--- src/rtl/trace_scheduler.sv ---
// Sequences a trace engine over NUM_CAND G-matrix candidates and keeps the best Re{trace}.
// Optional per-candidate WAIT watchdog is compiled in with `define TRACE_SCHED_TIMEOUT_EN.
module trace_scheduler #(
  parameter int ACC_WIDTH = 32,
  parameter int NUM_CAND  = 16,
  parameter int IDX_W     = 4,
  parameter int TIMEOUT   = 63
) (
  input  logic                        clk,
  input  logic                        rst,
  input  logic                        start_i,
  input  logic                        abort_i,
  output logic                        busy_o,
  output logic                        done_o,
  output logic [IDX_W-1:0]            best_idx_o,
  output logic signed [ACC_WIDTH-1:0] best_metric_o,
  output logic                        err_o,
  output logic [IDX_W-1:0]            cand_sel_o,
  output logic                        calc_start_o,
  input  logic                        calc_done_i,
  input  logic signed [ACC_WIDTH-1:0] trace_r_i,
  input  logic signed [ACC_WIDTH-1:0] trace_i_i
);

  // state   | meaning
  // IDLE    | waiting for start
  // LAUNCH  | pulse calc_start for candidate idx
  // WAIT    | waiting for calc_done from the trace engine
  // COMPARE | fold cur_metric into the running best
  // FINISH  | pulse done, results valid
  typedef enum logic [2:0] {
    S_IDLE, S_LAUNCH, S_WAIT, S_COMPARE, S_FINISH
  } state_t;

  state_t                        state_q, state_d;
  logic [IDX_W-1:0]              idx_q, idx_d;
  logic [IDX_W-1:0]              best_idx_q, best_idx_d;
  logic signed [ACC_WIDTH-1:0]   best_metric_q, best_metric_d;
  logic signed [ACC_WIDTH-1:0]   cur_metric_q, cur_metric_d;
  logic                          last_cand;

`ifdef TRACE_SCHED_TIMEOUT_EN
  localparam int TMO_W = $clog2(TIMEOUT + 1);
  logic [TMO_W-1:0] tmo_q, tmo_d;
  logic             err_q, err_d;
`endif

  assign last_cand = (idx_q == IDX_W'(NUM_CAND - 1));

  always_ff @(posedge clk) begin
    if (rst) begin
      state_q       <= S_IDLE;
      idx_q         <= '0;
      best_idx_q    <= '0;
      best_metric_q <= '0;
      cur_metric_q  <= '0;
`ifdef TRACE_SCHED_TIMEOUT_EN
      tmo_q         <= '0;
      err_q         <= 1'b0;
`endif
    end else begin
      state_q       <= state_d;
      idx_q         <= idx_d;
      best_idx_q    <= best_idx_d;
      best_metric_q <= best_metric_d;
      cur_metric_q  <= cur_metric_d;
`ifdef TRACE_SCHED_TIMEOUT_EN
      tmo_q         <= tmo_d;
      err_q         <= err_d;
`endif
    end
  end

  always_comb begin
    state_d       = state_q;
    idx_d         = idx_q;
    best_idx_d    = best_idx_q;
    best_metric_d = best_metric_q;
    cur_metric_d  = cur_metric_q;
`ifdef TRACE_SCHED_TIMEOUT_EN
    tmo_d         = tmo_q;
    err_d         = err_q;
`endif
    // Abort freezes every register except the state, so best_* reflect the last COMPARE.
    if (abort_i) begin
      state_d = S_IDLE;
    end else begin
      unique case (state_q)
        S_IDLE: begin
          if (start_i) begin
            state_d = S_LAUNCH;
            idx_d   = '0;
`ifdef TRACE_SCHED_TIMEOUT_EN
            err_d   = 1'b0;
`endif
          end
        end
        S_LAUNCH: begin
          state_d = S_WAIT;
`ifdef TRACE_SCHED_TIMEOUT_EN
          tmo_d   = '0;
`endif
        end
        S_WAIT: begin
          if (calc_done_i) begin
            cur_metric_d = trace_r_i;
            state_d      = S_COMPARE;
          end
`ifdef TRACE_SCHED_TIMEOUT_EN
          else if (tmo_q == TMO_W'(TIMEOUT - 1)) begin
            err_d = 1'b1;
            if (last_cand) begin
              state_d = S_FINISH;
            end else begin
              idx_d   = idx_q + 1'b1;
              state_d = S_LAUNCH;
            end
          end else begin
            tmo_d = tmo_q + 1'b1;
          end
`endif
        end
        S_COMPARE: begin
          if ((idx_q == '0) || (cur_metric_q > best_metric_q)) begin
            best_idx_d    = idx_q;
            best_metric_d = cur_metric_q;
          end
          if (last_cand) begin
            state_d = S_FINISH;
          end else begin
            idx_d   = idx_q + 1'b1;
            state_d = S_LAUNCH;
          end
        end
        S_FINISH: state_d = S_IDLE;
        default:  state_d = S_IDLE;
      endcase
    end
  end

  always_comb begin
    busy_o       = (state_q != S_IDLE);
    calc_start_o = (state_q == S_LAUNCH) && !abort_i;
    done_o       = (state_q == S_FINISH) && !abort_i;
  end

  assign cand_sel_o    = idx_q;
  assign best_idx_o    = best_idx_q;
  assign best_metric_o = best_metric_q;

`ifdef TRACE_SCHED_TIMEOUT_EN
  assign err_o = err_q;
`else
  assign err_o = 1'b0;
`endif

  // The imaginary part of the trace carries no information for the selection.
  logic unused_ok;
  assign unused_ok = ^{trace_i_i, 1'(TIMEOUT)};

endmodule

--- config.mk ---
export PLATFORM = sky130hd
export DESIGN_NAME = trace_scheduler
export DESIGN_NICKNAME = d
export VERILOG_FILES = /design/src/rtl/trace_scheduler.sv
export SDC_FILE = /design/constraint.sdc
export NUM_CORES = 1
export LEC_CHECK = 0
export CELL_PAD_IN_SITES_DETAIL_PLACEMENT = 1
export CELL_PAD_IN_SITES_GLOBAL_PLACEMENT = 2
export CORE_UTILIZATION = 25
export DETAILED_ROUTE_END_ITERATION = 8
export MAX_ROUTING_LAYER = met4
export PLACE_DENSITY_LB_ADDON = 0.25
export SKIP_CTS_REPAIR_TIMING = 1
export SLEW_MARGIN = 10
export SYNTH_ARGS = -nofsm -noshare
export SYNTH_HDL_FRONTEND = slang
export SYNTH_SLANG_ARGS = --single-unit
--- constraint.sdc ---
create_clock -name clk -period 2.4 [get_ports clk]
set_input_delay 0.36 -clock clk [delete_from_list [all_inputs] [get_ports clk]]
set_output_delay 0.36 -clock clk [all_outputs]
set_load 0.02 [all_outputs]
==> results of run 1 <==
[cell usage after synthesis (2+ instances only)]
cell type / number
nand2_1: 77
dfxtp_1: 75
nand2b_1: 73
a21oi_1: 49
mux2i_1: 37
inv_1: 35
ha_1: 34
clkbuf_1: 21
nor2_1: 9
nand3_1: 5
nand4_1: 4
o21ai_0: 4
a31oi_1: 3
buf_12: 3
nor3_1: 3
o211ai_1: 3
and4_1: 2
buf_2: 2
nand3b_1: 2
nor2b_1: 2
nor4_1: 2
nor4b_1: 2
or3_1: 2
[stage by stage]
stage | util, % | power (mW)
after global placement | 34.1 | 1.45
final | 37.7 | 2.86
after global routing | 37.7 | 2.99
after CTS | 36.1 | 2.91
after detailed placement | 34.1 | 1.46
after floorplan | - | 1.36
[state kept, by name (all words and copies together), names as in the netlist]
register       count
state_q            3
best_idx_o         4
best_metric_o     32
cand_sel_o         4
cur_metric_q      32
[per-layer routing]
layer / global-route usage [%] / wire [um] / vias up
li1: - / - / 1764
met5: - / 0 / -
met2: 22.8 / 5360 / 51
met1: 16.4 / 5010 / 1628
met3: 3.58 / 350 / 6
met4: 4.78 / 90 / 0
[area by class of cell]
type                       instances  area (um2)
clock buffer                      10         229
clock inverter                     6        80.1
fill                            1794        9610
inverter                          35         131
multi-input combinational        329        2330
sequential                        75        1510
tap                              211         264
timing repair buffer             128        1270
[cells in the final DEF (no fill, tap or decap), types with 9 or more instances in the layout]
| master | count |
|---|---|
| a21oi_1 | 49 |
| dfxtp_1 | 68 |
| nand2b_1 | 73 |
| clkbuf_16 | 12 |
| mux2i_1 | 37 |
| ha_1 | 26 |
| nor2_1 | 9 |
| clkdlybuf4s50_1 | 78 |
| nand2_1 | 76 |
| buf_4 | 41 |
| inv_1 | 30 |
[power by group through the flow]
stage	Combinational (mW)	Clock [mW]	Sequential (mW)
global route	0.193	1.54	1.26
global placement	0.171	0	1.28
CTS	0.174	1.48	1.25
detailed placement	0.173	0	1.28
floorplan	0.0856	0	1.28
finish	0.176	1.43	1.26
[cells by family after synthesis]
logic type | synth area share [%]
and+or+nand+nor | 25.7
DFF | 37.6
AOI/OAI and AO/OA | 8.86
buffers and inverters | 7.48
muxes | 9.26
adders and majority gates | 10.6
xor gates and xnor gates | 0.438
other | 0.0938
[final timing paths]
path | cells past startpoint | startpoint | end | slack [ns]
worst max-delay path | 12 | best_metric_o[11] | best_metric_o[4] | -0.11
worst min register to register | 2 | best_idx_o[3] | best_idx_o[3] | 0.48
worst max register to register | 12 | best_metric_o[11] | best_metric_o[4] | -0.11
worst min-delay path | 2 | best_idx_o[3] | best_idx_o[3] | 0.48
[worst max-delay path, stage by stage, from the launching register on]
cell,delay (ns)
dfxtp_2,0.34
inv_2,0.04
ha_4,0.26
and4_4,0.24
nor4b_4,0.22
a21bo_1,0.24
o211ai_1,0.12
a21oi_1,0.11
xor2_1,0.19
a21oi_4,0.15
buf_12,0.15
clkbuf_16,0.18
mux2i_1,0.19
==> impl_metrics.sql, run 1 <==
INSERT INTO impl_metrics (metric_group, metric, value, unit) VALUES
('clock_network', 'cts_inserted_buffers', '9', ''),
('routing', 'final_ant_viol_nets', '0', ''),
('clock_network', 'cts_tree', 'built', ''),
('sta', 'setup_total_neg_slack', '-2.66', 'ns'),
('global_route', 'grt_antenna_before_repair', '0', ''),
('outcome', 'outcome', 'complete, but fails checks', ''),
('power_and_ir_drop', 'power.share.switching', '21.0', '%'),
('logic_synthesis', 'ys_dominant_reg_cell', 'dfxtp_1', ''),
('clock_network', 'cts.path.max_buffers', '2', ''),
('worst_setup_path', 'worstSetupEndpointType', 'register', ''),
('logic_synthesis', 'post_synth_main_area_contributors', 'dfxtp_1 (38%), nand2b_1 (11%), ha_1 (11%), mux2i_1 (9.3%), nand2_1 (7.2%)', ''),
('layout', 'layout.cell_area.non_filler', '0.00581', 'mm2'),
('layout', 'final_layout_size_suffix_gt1_share', '16.3', '%'),
('logic_synthesis', 'yosysUniqueCellTypes', '41', ''),
('routing', 'drc_errors', '0', ''),
('logic_synthesis', 'post-synth-top-area-fraction', '37.6', '%'),
('floorplanning', 'die_height', '128', 'um'),
('floorplanning', 'floorplan.initialDensity', '25.9', '%'),
('floorplanning', 'die_w', '128', 'um'),
('sta', 'final-setup-viol-count', '36', ''),
('worst_setup_path', 'worst_ep_required_time', '2.67', 'ns'),
('global_route', 'global_route.usage.total', '13.9', '%'),
('place', 'place_worst_setup_slack', '-0.159', 'ns'),
('clock_network', 'cts_htree_levels', '3', ''),
('sta', 'unrepaired_setup_endpoints_after_global_routing', 'true', ''),
('run', 'cap_viol_max_count', '0', ''),
('place', 'place.port_buffers', '79', ''),
('sta', 'hold_ws', '0.479', 'ns'),
('sta', 'postLayoutSetupSlackWorst', '-0.109', 'ns'),
('layout', 'antenna_cells_inserted', '0', ''),
('worst_setup_path', 'category_of_the_most_critical_setup_path', 'reg -> reg', ''),
('global_route', 'maximum_number_of_pins_on_one_net_before_global_route_repair', '111', ''),
('routing', 'detail_route.vias_per_cell', '4.34', ''),
('clock_network', 'cts_sinks', '75', ''),
('sta', 'final_min_period_over_clock_period', '105', '%'),
('logic_synthesis', 'mappedNetlistNets', '570', ''),
('floorplanning', 'fp.dieArea', '0.0165', 'mm2'),
('routing', 'num_vias', '3449', ''),
('power_and_ir_drop', 'p_comb_share', '6.1', '%'),
('routing', 'drt_iter0_markers', '67', ''),
('sta', 'time_the_final_worst_path_needs_with_i_o_delays_and_setup', '2.51', 'ns'),
('global_route', 'first_pass_grt_wire_length', '17200', 'um'),
('routing', 'firstDrtPassIters', '4', ''),
('worst_setup_path', 'worst_setup_path_start_kind', 'register', ''),
('routing', 'routed_wl', '10800', 'um'),
('power_and_ir_drop', 'static_power_due_to_leakage', '2.34', 'nW'),
('power_and_ir_drop', 'cellInternalPower', '2.26', 'mW'),
('place', 'placed_cell_area', '0.00526', 'mm2'),
('worst_setup_path', 'critical_path.max_fanout', '10', ''),
('min_path', 'worst_hold_path_type', 'reg -> reg', ''),
('logic_synthesis', 'ys_seq_area_share', '37.6', '%'),
('floorplanning', 'top_level_ports', '113', ''),
('place', 'placed_cells', '770', ''),
('global_route', 'total_global_routing_overflow', '0', ''),
('clock_network', 'clkLatencyLatePin', '0.34', 'ns'),
('logic_synthesis', 'yosys_warnings', '0', ''),
('power_and_ir_drop', 'power_per_cell_area', '492', 'mW/mm2'),
('layout', 'num-nets-final', '681', ''),
('worst_setup_path', 'worst_ep_arrival_time', '2.78', 'ns'),
('sta', 'timing.fmax', '399', 'MHz'),
('layout', 'final-instance-count-excl-fill', '794', ''),
('clock_network', 'clkSlewWorstSetupHoldPaths', '0.06', 'ns'),
('outcome', 'violations_in_the_final_reports', 'setup timing', ''),
('sta', 'final-max-slew-violation-count', '0', ''),
('layout', 'flow.area_growth_from_synthesis', '45.4', '%'),
('place', 'dpl.hpwl', '7240', 'um'),
('global_route', 'vias_in_the_first_global_route', '3550', ''),
('sta', 'timing_hold_violations_final', '0', ''),
('floorplanning', 'std_cell_rows', '45', ''),
('logic_synthesis', 'netlist_area', '0.00400', 'mm2'),
('logic_synthesis', 'syn-mean-instance-area', '8.56', 'um2');
(Power assumes the default switching activity.)
==> run 2, diff against run 1 <==
TNS_END_PERCENT = 100   (was default)
==> results of run 2 <==
Final layout, timing and power as in run 1 (identical DEF).
